==> config.mk <==
export PLATFORM = sky130hd
export DESIGN_NAME = frida_spi_cfg_master
export DESIGN_NICKNAME = d
export VERILOG_FILES = /design/src/rtl/frida_spi_pkg.sv /design/src/rtl/frida_spi_clkdiv.sv /design/src/rtl/frida_spi_cfg_master.sv
export SDC_FILE = /design/constraint.sdc
export NUM_CORES = 1
export LEC_CHECK = 0
export ABC_AREA = 1
export BUFFER_PORTS_ARGS = -buffer_cell sky130_fd_sc_hd__buf_2
export CAP_MARGIN = 20
export CELL_PAD_IN_SITES_DETAIL_PLACEMENT = 1
export CELL_PAD_IN_SITES_GLOBAL_PLACEMENT = 1
export CORE_MARGIN = 10
export CORE_UTILIZATION = 43
export CTS_CLUSTER_SIZE = 25
export DETAILED_ROUTE_END_ITERATION = 16
export GPL_TIMING_DRIVEN = 1
export PLACE_DENSITY = 0.81
export SYNTH_ARGS = -nofsm -noshare
export SYNTH_HDL_FRONTEND = slang
export SYNTH_SLANG_ARGS = --single-unit
==> constraint.sdc <==
create_clock -name clk -period 2.71 [get_ports clk]
set_input_delay 0.542 -clock clk [delete_from_list [all_inputs] [get_ports clk]]
set_output_delay 0.542 -clock clk [all_outputs]
set_load 0.005 [all_outputs]
==> src/rtl/frida_spi_pkg.sv <==
// Shared types and defaults for the FRIDA configuration-chain SPI initiator.
package frida_spi_pkg;

  typedef enum logic [2:0] {
    IDLE,
    LEAD,
    SHIFT,
    TRAIL,
    DONE
  } state_t;

  localparam int FRIDA_CFG_NBITS  = 1280;
  localparam int FRIDA_CFG_WORD_W = 16;

endpackage

==> src/rtl/frida_spi_clkdiv.sv <==
// SPI clock divider: CLK_DIV-cycle half periods, freezable, with rise/fall/half strobes.
module frida_spi_clkdiv
  import frida_spi_pkg::*;
#(
  parameter int CLK_DIV = 4
) (
  input  logic i_clk,
  input  logic i_rst,
  input  logic i_clr,
  input  logic i_freeze,
  input  logic i_toggle,
  output logic o_sclk,
  output logic o_half,
  output logic o_rise,
  output logic o_fall
);

  localparam int CW = (CLK_DIV > 1) ? $clog2(CLK_DIV) : 1;

  logic [CW-1:0] r_cnt;
  logic          r_sclk;
  logic          w_half;

  assign w_half = !i_clr && !i_freeze && (r_cnt == CW'(CLK_DIV - 1));

  always_ff @(posedge i_clk or posedge i_rst) begin
    if (i_rst) begin
      r_cnt  <= '0;
      r_sclk <= 1'b0;
    end else if (i_clr) begin
      r_cnt  <= '0;
      r_sclk <= 1'b0;
    end else if (!i_freeze) begin
      if (w_half) begin
        r_cnt <= '0;
        if (i_toggle) r_sclk <= ~r_sclk;
      end else begin
        r_cnt <= r_cnt + 1'b1;
      end
    end
  end

  assign o_sclk = r_sclk;
  assign o_half = w_half;
  assign o_rise = w_half && i_toggle && !r_sclk;
  assign o_fall = w_half && i_toggle && r_sclk;

endmodule

==> src/rtl/frida_spi_cfg_master.sv <==
// Host-side SPI initiator streaming one NBITS frame into the FRIDA config chain.
// Define FRIDA_SPI_READBACK_EN to capture the previous chain contents from spi_sdo.
module frida_spi_cfg_master
  import frida_spi_pkg::*;
#(
  parameter int NBITS   = FRIDA_CFG_NBITS,
  parameter int WORD_W  = FRIDA_CFG_WORD_W,
  parameter int CLK_DIV = 4
) (
  input  logic              clk,
  input  logic              rst,
  input  logic              start,
  output logic              busy,
  output logic              done,
  input  logic              s_valid,
  output logic              s_ready,
  input  logic [WORD_W-1:0] s_data,
  output logic              m_valid,
  output logic [WORD_W-1:0] m_data,
  output logic              spi_sclk,
  output logic              spi_sdi,
  output logic              spi_cs_b,
  input  logic              spi_sdo
);

  localparam int NWORDS = NBITS / WORD_W;
  localparam int BCW    = $clog2(NBITS);
  localparam int WBW    = $clog2(WORD_W);
  localparam int NWW    = $clog2(NWORDS + 1);

  state_t            r_state, w_state_nxt;
  logic [BCW-1:0]    r_bit_cnt;
  logic [WBW-1:0]    r_wbit;
  logic [NWW-1:0]    r_words;
  logic [WORD_W-1:0] r_hold, r_shift;
  logic              r_hold_vld, r_need, r_sdi;
  logic              w_half, w_rise, w_fall, w_sclk;
  logic              w_clr, w_freeze, w_toggle;
  logic              w_accept, w_load, w_last_bit, w_word_end;

  assign w_clr      = (r_state == IDLE) || (r_state == DONE);
  assign w_toggle   = (r_state == SHIFT);
  // Underflow: hold sclk low at the bit boundary until the next word lands.
  assign w_freeze   = (r_state == SHIFT) && r_need && !r_hold_vld;
  assign w_last_bit = (r_bit_cnt == BCW'(NBITS - 1));
  assign w_word_end = (r_wbit == WBW'(WORD_W - 1));
  assign w_accept   = s_valid && s_ready;
  assign w_load     = r_need && r_hold_vld && ((r_state == LEAD) || (r_state == SHIFT));
  assign s_ready    = busy && !r_hold_vld && (r_words < NWW'(NWORDS));

  frida_spi_clkdiv #(.CLK_DIV(CLK_DIV)) u_clkdiv (
    .i_clk    (clk),
    .i_rst    (rst),
    .i_clr    (w_clr),
    .i_freeze (w_freeze),
    .i_toggle (w_toggle),
    .o_sclk   (w_sclk),
    .o_half   (w_half),
    .o_rise   (w_rise),
    .o_fall   (w_fall)
  );

  always_comb begin
    w_state_nxt = r_state;
    busy        = 1'b1;
    done        = 1'b0;
    spi_cs_b    = 1'b0;
    unique case (r_state)
      IDLE: begin
        busy     = 1'b0;
        spi_cs_b = 1'b1;
        if (start) w_state_nxt = LEAD;
      end
      LEAD:  if (w_half) w_state_nxt = SHIFT;
      SHIFT: if (w_fall && w_last_bit) w_state_nxt = TRAIL;
      TRAIL: if (w_half) w_state_nxt = DONE;
      DONE: begin
        done        = 1'b1;
        spi_cs_b    = 1'b1;
        w_state_nxt = IDLE;
      end
      default: begin
        busy        = 1'b0;
        spi_cs_b    = 1'b1;
        w_state_nxt = IDLE;
      end
    endcase
  end

  always_ff @(posedge clk or posedge rst) begin
    if (rst) begin
      r_state    <= IDLE;
      r_bit_cnt  <= '0;
      r_wbit     <= '0;
      r_words    <= '0;
      r_hold_vld <= 1'b0;
      r_need     <= 1'b0;
      r_sdi      <= 1'b0;
    end else begin
      r_state <= w_state_nxt;
      if (r_state == IDLE) begin
        if (start) begin
          r_bit_cnt  <= '0;
          r_wbit     <= '0;
          r_words    <= '0;
          r_need     <= 1'b1;
          r_hold_vld <= 1'b0;
        end
      end else begin
        if (w_accept) begin
          r_hold_vld <= 1'b1;
          r_words    <= r_words + 1'b1;
        end
        if (w_load) begin
          r_hold_vld <= 1'b0;
          r_need     <= 1'b0;
          r_wbit     <= '0;
          r_sdi      <= r_hold[WORD_W-1];
        end else if (w_fall) begin
          r_bit_cnt <= w_last_bit ? '0 : r_bit_cnt + 1'b1;
          if (w_word_end) begin
            r_need <= !w_last_bit;
          end else begin
            r_wbit <= r_wbit + 1'b1;
            r_sdi  <= r_shift[WORD_W-1];
          end
        end
        if (r_state == DONE) r_sdi <= 1'b0;
      end
    end
  end

  always_ff @(posedge clk) begin
    if (w_accept) r_hold <= s_data;
    if (w_load) r_shift <= {r_hold[WORD_W-2:0], 1'b0};
    else if (w_fall && !w_word_end) r_shift <= {r_shift[WORD_W-2:0], 1'b0};
  end

  assign spi_sclk = w_sclk;
  assign spi_sdi  = r_sdi;

`ifdef FRIDA_SPI_READBACK_EN
  logic [WBW-1:0]    r_rbit;
  logic [WORD_W-1:0] r_cap, r_mdata;
  logic              r_mvalid;

  // spi_sdo is captured on the strobe that raises sclk, i.e. the chip's sampling edge.
  always_ff @(posedge clk or posedge rst) begin
    if (rst) begin
      r_rbit   <= '0;
      r_mvalid <= 1'b0;
      r_mdata  <= '0;
    end else begin
      r_mvalid <= 1'b0;
      if ((r_state == IDLE) && start) begin
        r_rbit <= '0;
      end else if (w_rise) begin
        if (r_rbit == WBW'(WORD_W - 1)) begin
          r_rbit   <= '0;
          r_mvalid <= 1'b1;
          r_mdata  <= {r_cap[WORD_W-2:0], spi_sdo};
        end else begin
          r_rbit <= r_rbit + 1'b1;
        end
      end
    end
  end

  always_ff @(posedge clk) begin
    if (w_rise) r_cap <= {r_cap[WORD_W-2:0], spi_sdo};
  end

  assign m_valid = r_mvalid;
  assign m_data  = r_mdata;
`else
  logic w_rb_unused;
  assign w_rb_unused = spi_sdo ^ w_rise;
  assign m_valid     = 1'b0;
  assign m_data      = '0;
`endif

endmodule

==> results.md <==
- DR iter-0 viols: 85
- Total Routing Usage GR: 0.137
- Top_reg_cell synth: edfxtp_1
- Ports: between 40 and 50
- Synth top cells by count: nand2_1, dfrtp_1, edfxtp_1
- Crit end category: primary output
- Slew Limit Fails: 0
- Synth top area cells: edfxtp_1, dfrtp_1, nand2_1, nand3_1, buf_4
- Outcome: complete, no violations
- Leakage: between 1.5 and 2 nW
- Clock sinks: just over 60
- Root Buffer: clkbuf_8
- Fin nets: slightly above 400
- Die area: approximately 11000 sq um
- EDFF count, synth: 31
- Post-CTS Setup Bufs: 0
- Top-count cell post-synth: nand2_1
- # DRC: 0
- Crit path max-delay cell type: dfrtp_1
- Crit path buffers/inverters: 1
- Final Skew: 0.00583 ns
- Detailed-placement wirelength estimate: between 5000 and 6000 um
- Fin crit period: roughly 2.2 ns
- Core Box Area: 7210 sq um
- Htree depth: 3
- Die Y: ~110 um
- Initial Util: 0.439
- Hold_buf cts: 0
- Largest net degree at the start of global routing: 32
- Startpoint types: register
- Number of global-route vias before repair: 2636
- Gr ovfl total: 0
- Fin. Hold Viols: 0
- Ys Warns: 0
- Fmax achieved: roughly 0.45 GHz
- Reg clk slew, reported paths: 0.07 ns
- Sequential area share after synthesis: 0.538
- Register bit count reported by yosys: 62
- DR WL/cell: 14.5 um
- RSZ-0062 raised after global routing: no
- Yosys top cell by area: edfxtp_1
- Final wirelength: slightly above 7000 um
- Final Util: 0.496
- TritonCTS clock tree: yes
- Fin Setup TNS: 0 ns
- Via count: about 2400
- Syn Inst Count: approximately 350
- Cells along the critical path: nor2_4 -> nand2_1 -> nand2_1 -> nand2_1 -> nor2_1 -> buf_2
- Period utilisation layout: 0.824
- Routability cong.: about 0.80
- ANT nets after route: 0
- Share of the synthesized area in the top cell type: 0.294
- Req. time, crit path: 2.17 ns
- Async SR Flop Fraction: 0.500
- Die X: approximately 110 um
- Clock latency on the worst-skew pair: between 0.3 and 0.4 ns
- Post-Synthesis Cell Area: around 3200 sq um
- Crit-path most repeated cell: nand2_1
- Final setup violating endpoints: 0
- Fillcell total: 882
- Syn avg cell area: about 9 sq um
- Diode count: 0
- DRT Pass-1 Iters: 4
- Maximum VDD drop: ~0.31 mV
- Synth-to-Final Area Change: 13.0%
- Top delay family on crit path: simple AND/OR/NAND/NOR gates
- Cell count along the critical path: 6
- Pwr dens: slightly above 1000 nW/um^2
- Initial antenna violation count: 0
- Setup CP Type: register to primary output
- Std-Cell Rows: 31
- First-pass GRT wire length: about 12000 um
- Max_cap viols: 0
- Final Hold Slack: roughly 0.29 ns
- IO Port Bufs: 25
- R2R depth: 9
- Crit path max fanout: 7
- Vias per cell: a little under 5
- Clock buffer depth: 2
- Share of cells above drive strength 1: 0.177
- Hold Path Class: input port to asynchronous set/reset pin
- Post-CTS sizing: 0
- Yosys cell types: 32
- Crit path arrival time: ~1.7 ns
- CP peak stage delay: ~0.48 ns
- CTS Buf Count: 9
## final timing paths
| path | from | endpoint | slack (ns) |
|---|---|---|---|
| setup / recovery | r_state[0] | s_ready | 0.48 |
| hold / removal | rst | r_words[3] | 0.29 |
| setup reg to reg | r_state[0] | r_wbit[1] | 0.67 |
| hold reg to reg | r_shift[7] | r_shift[8] | 0.52 |
| max in group asynchronous | rst | r_wbit[0] | 2.12 |
| min in group clk | s_data[5] | r_hold[5] | 0.36 |
## routing by layer
metal | vias up | routed length, um | track usage
met5 | - | 0 | 0
met3 | 10 | 280 | 0.0359
met1 | 1178 | 3020 | 0.157
li1 | 1178 | - | -
met4 | 0 | 138 | 0.0735
met2 | 32 | 3650 | 0.227
## cells by family (layout without fill, tap and decap cells)
group	Yosys count	count (layout)	synth area share
AO/OA/AOI/OAI	20	20	0.0407
XOR/XNOR	9	9	0.0249
flip-flops	62	62	0.538
adder cells (fa/ha/maj)	4	4	0.0158
buffers and inverters	51	74	0.0861
other	1	17	0.00118
AND/OR/NAND/NOR	204	204	0.293
## stage by stage
stage	total power, W	area (sq um)	std cells	worst slack [ns]
finish	0.00366	3580	489	0.476
global route	0.00394	3580	489	0.330
CTS	0.00371	3580	489	0.437
detailed placement	0.00269	3340	473	0.672
global placement	0.00260	3340	473	0.750
floorplan	0.00237	3230	367	0.818
## power breakdown
part | internal (W) | switching, W | leakage, nW
clock network | 0.000636 | 0.000371 | 0.121
registers | 0.00133 | 0.000178 | 0.695
logic | 0.000379 | 0.000763 | 0.857
## layout make-up
type                       instances  area (sq um)  share of cell area
clock buffer                      12           145              0.0405
clock inverter                     4          95.1              0.0266
timing repair buffer              28           148              0.0412
tap                               99           124              0.0346
inverter                          30           113              0.0314
sequential                        62          1710               0.477
multi-input combinational        254          1250               0.349
## layout by cell type (no fill, tap or decap)
| master | instances |
|---|---|
| nand4_1 | 6 |
| inv_2 | 5 |
| clkbuf_1 | 2 |
| inv_1 | 25 |
| o21ai_2 | 4 |
| clkinv_2 | 1 |
| ha_1 | 4 |
| o21ai_1 | 3 |
| nand3_1 | 28 |
| xnor2_1 | 2 |
| a21oi_1 | 2 |
| a31oi_1 | 1 |
| nand2_4 | 2 |
| nand2_2 | 4 |
| bufinv_16 | 3 |
| o211ai_1 | 1 |
| nor3_1 | 6 |
| edfxtp_1 | 31 |
| o21ai_0 | 5 |
| nand3_2 | 2 |
| o22ai_1 | 2 |
| nor2_4 | 4 |
| or2_4 | 1 |
| xor2_1 | 7 |
| nand4_2 | 1 |
| clkbuf_8 | 10 |
| nor2_2 | 3 |
| nand2_1 | 117 |
| nor2_1 | 29 |
| dfrtp_1 | 31 |
| nor2_8 | 1 |
| buf_4 | 3 |
| conb_1 | 17 |
| buf_2 | 25 |
| a22o_1 | 2 |
## worst min-delay path, stage by stage
cell	delay (ns)
buf_2	0.10
inv_1	0.05
buf_4	0.38
## sequential cells by signal (all words and copies together), names as in the netlist, 2 cells and up
name,cells
r_shift,15
r_words,7
r_wbit,4
u_clkdiv.r_cnt,2
r_state,3
r_bit_cnt,11
r_hold,16
Power figures use the tool's default switching activity.
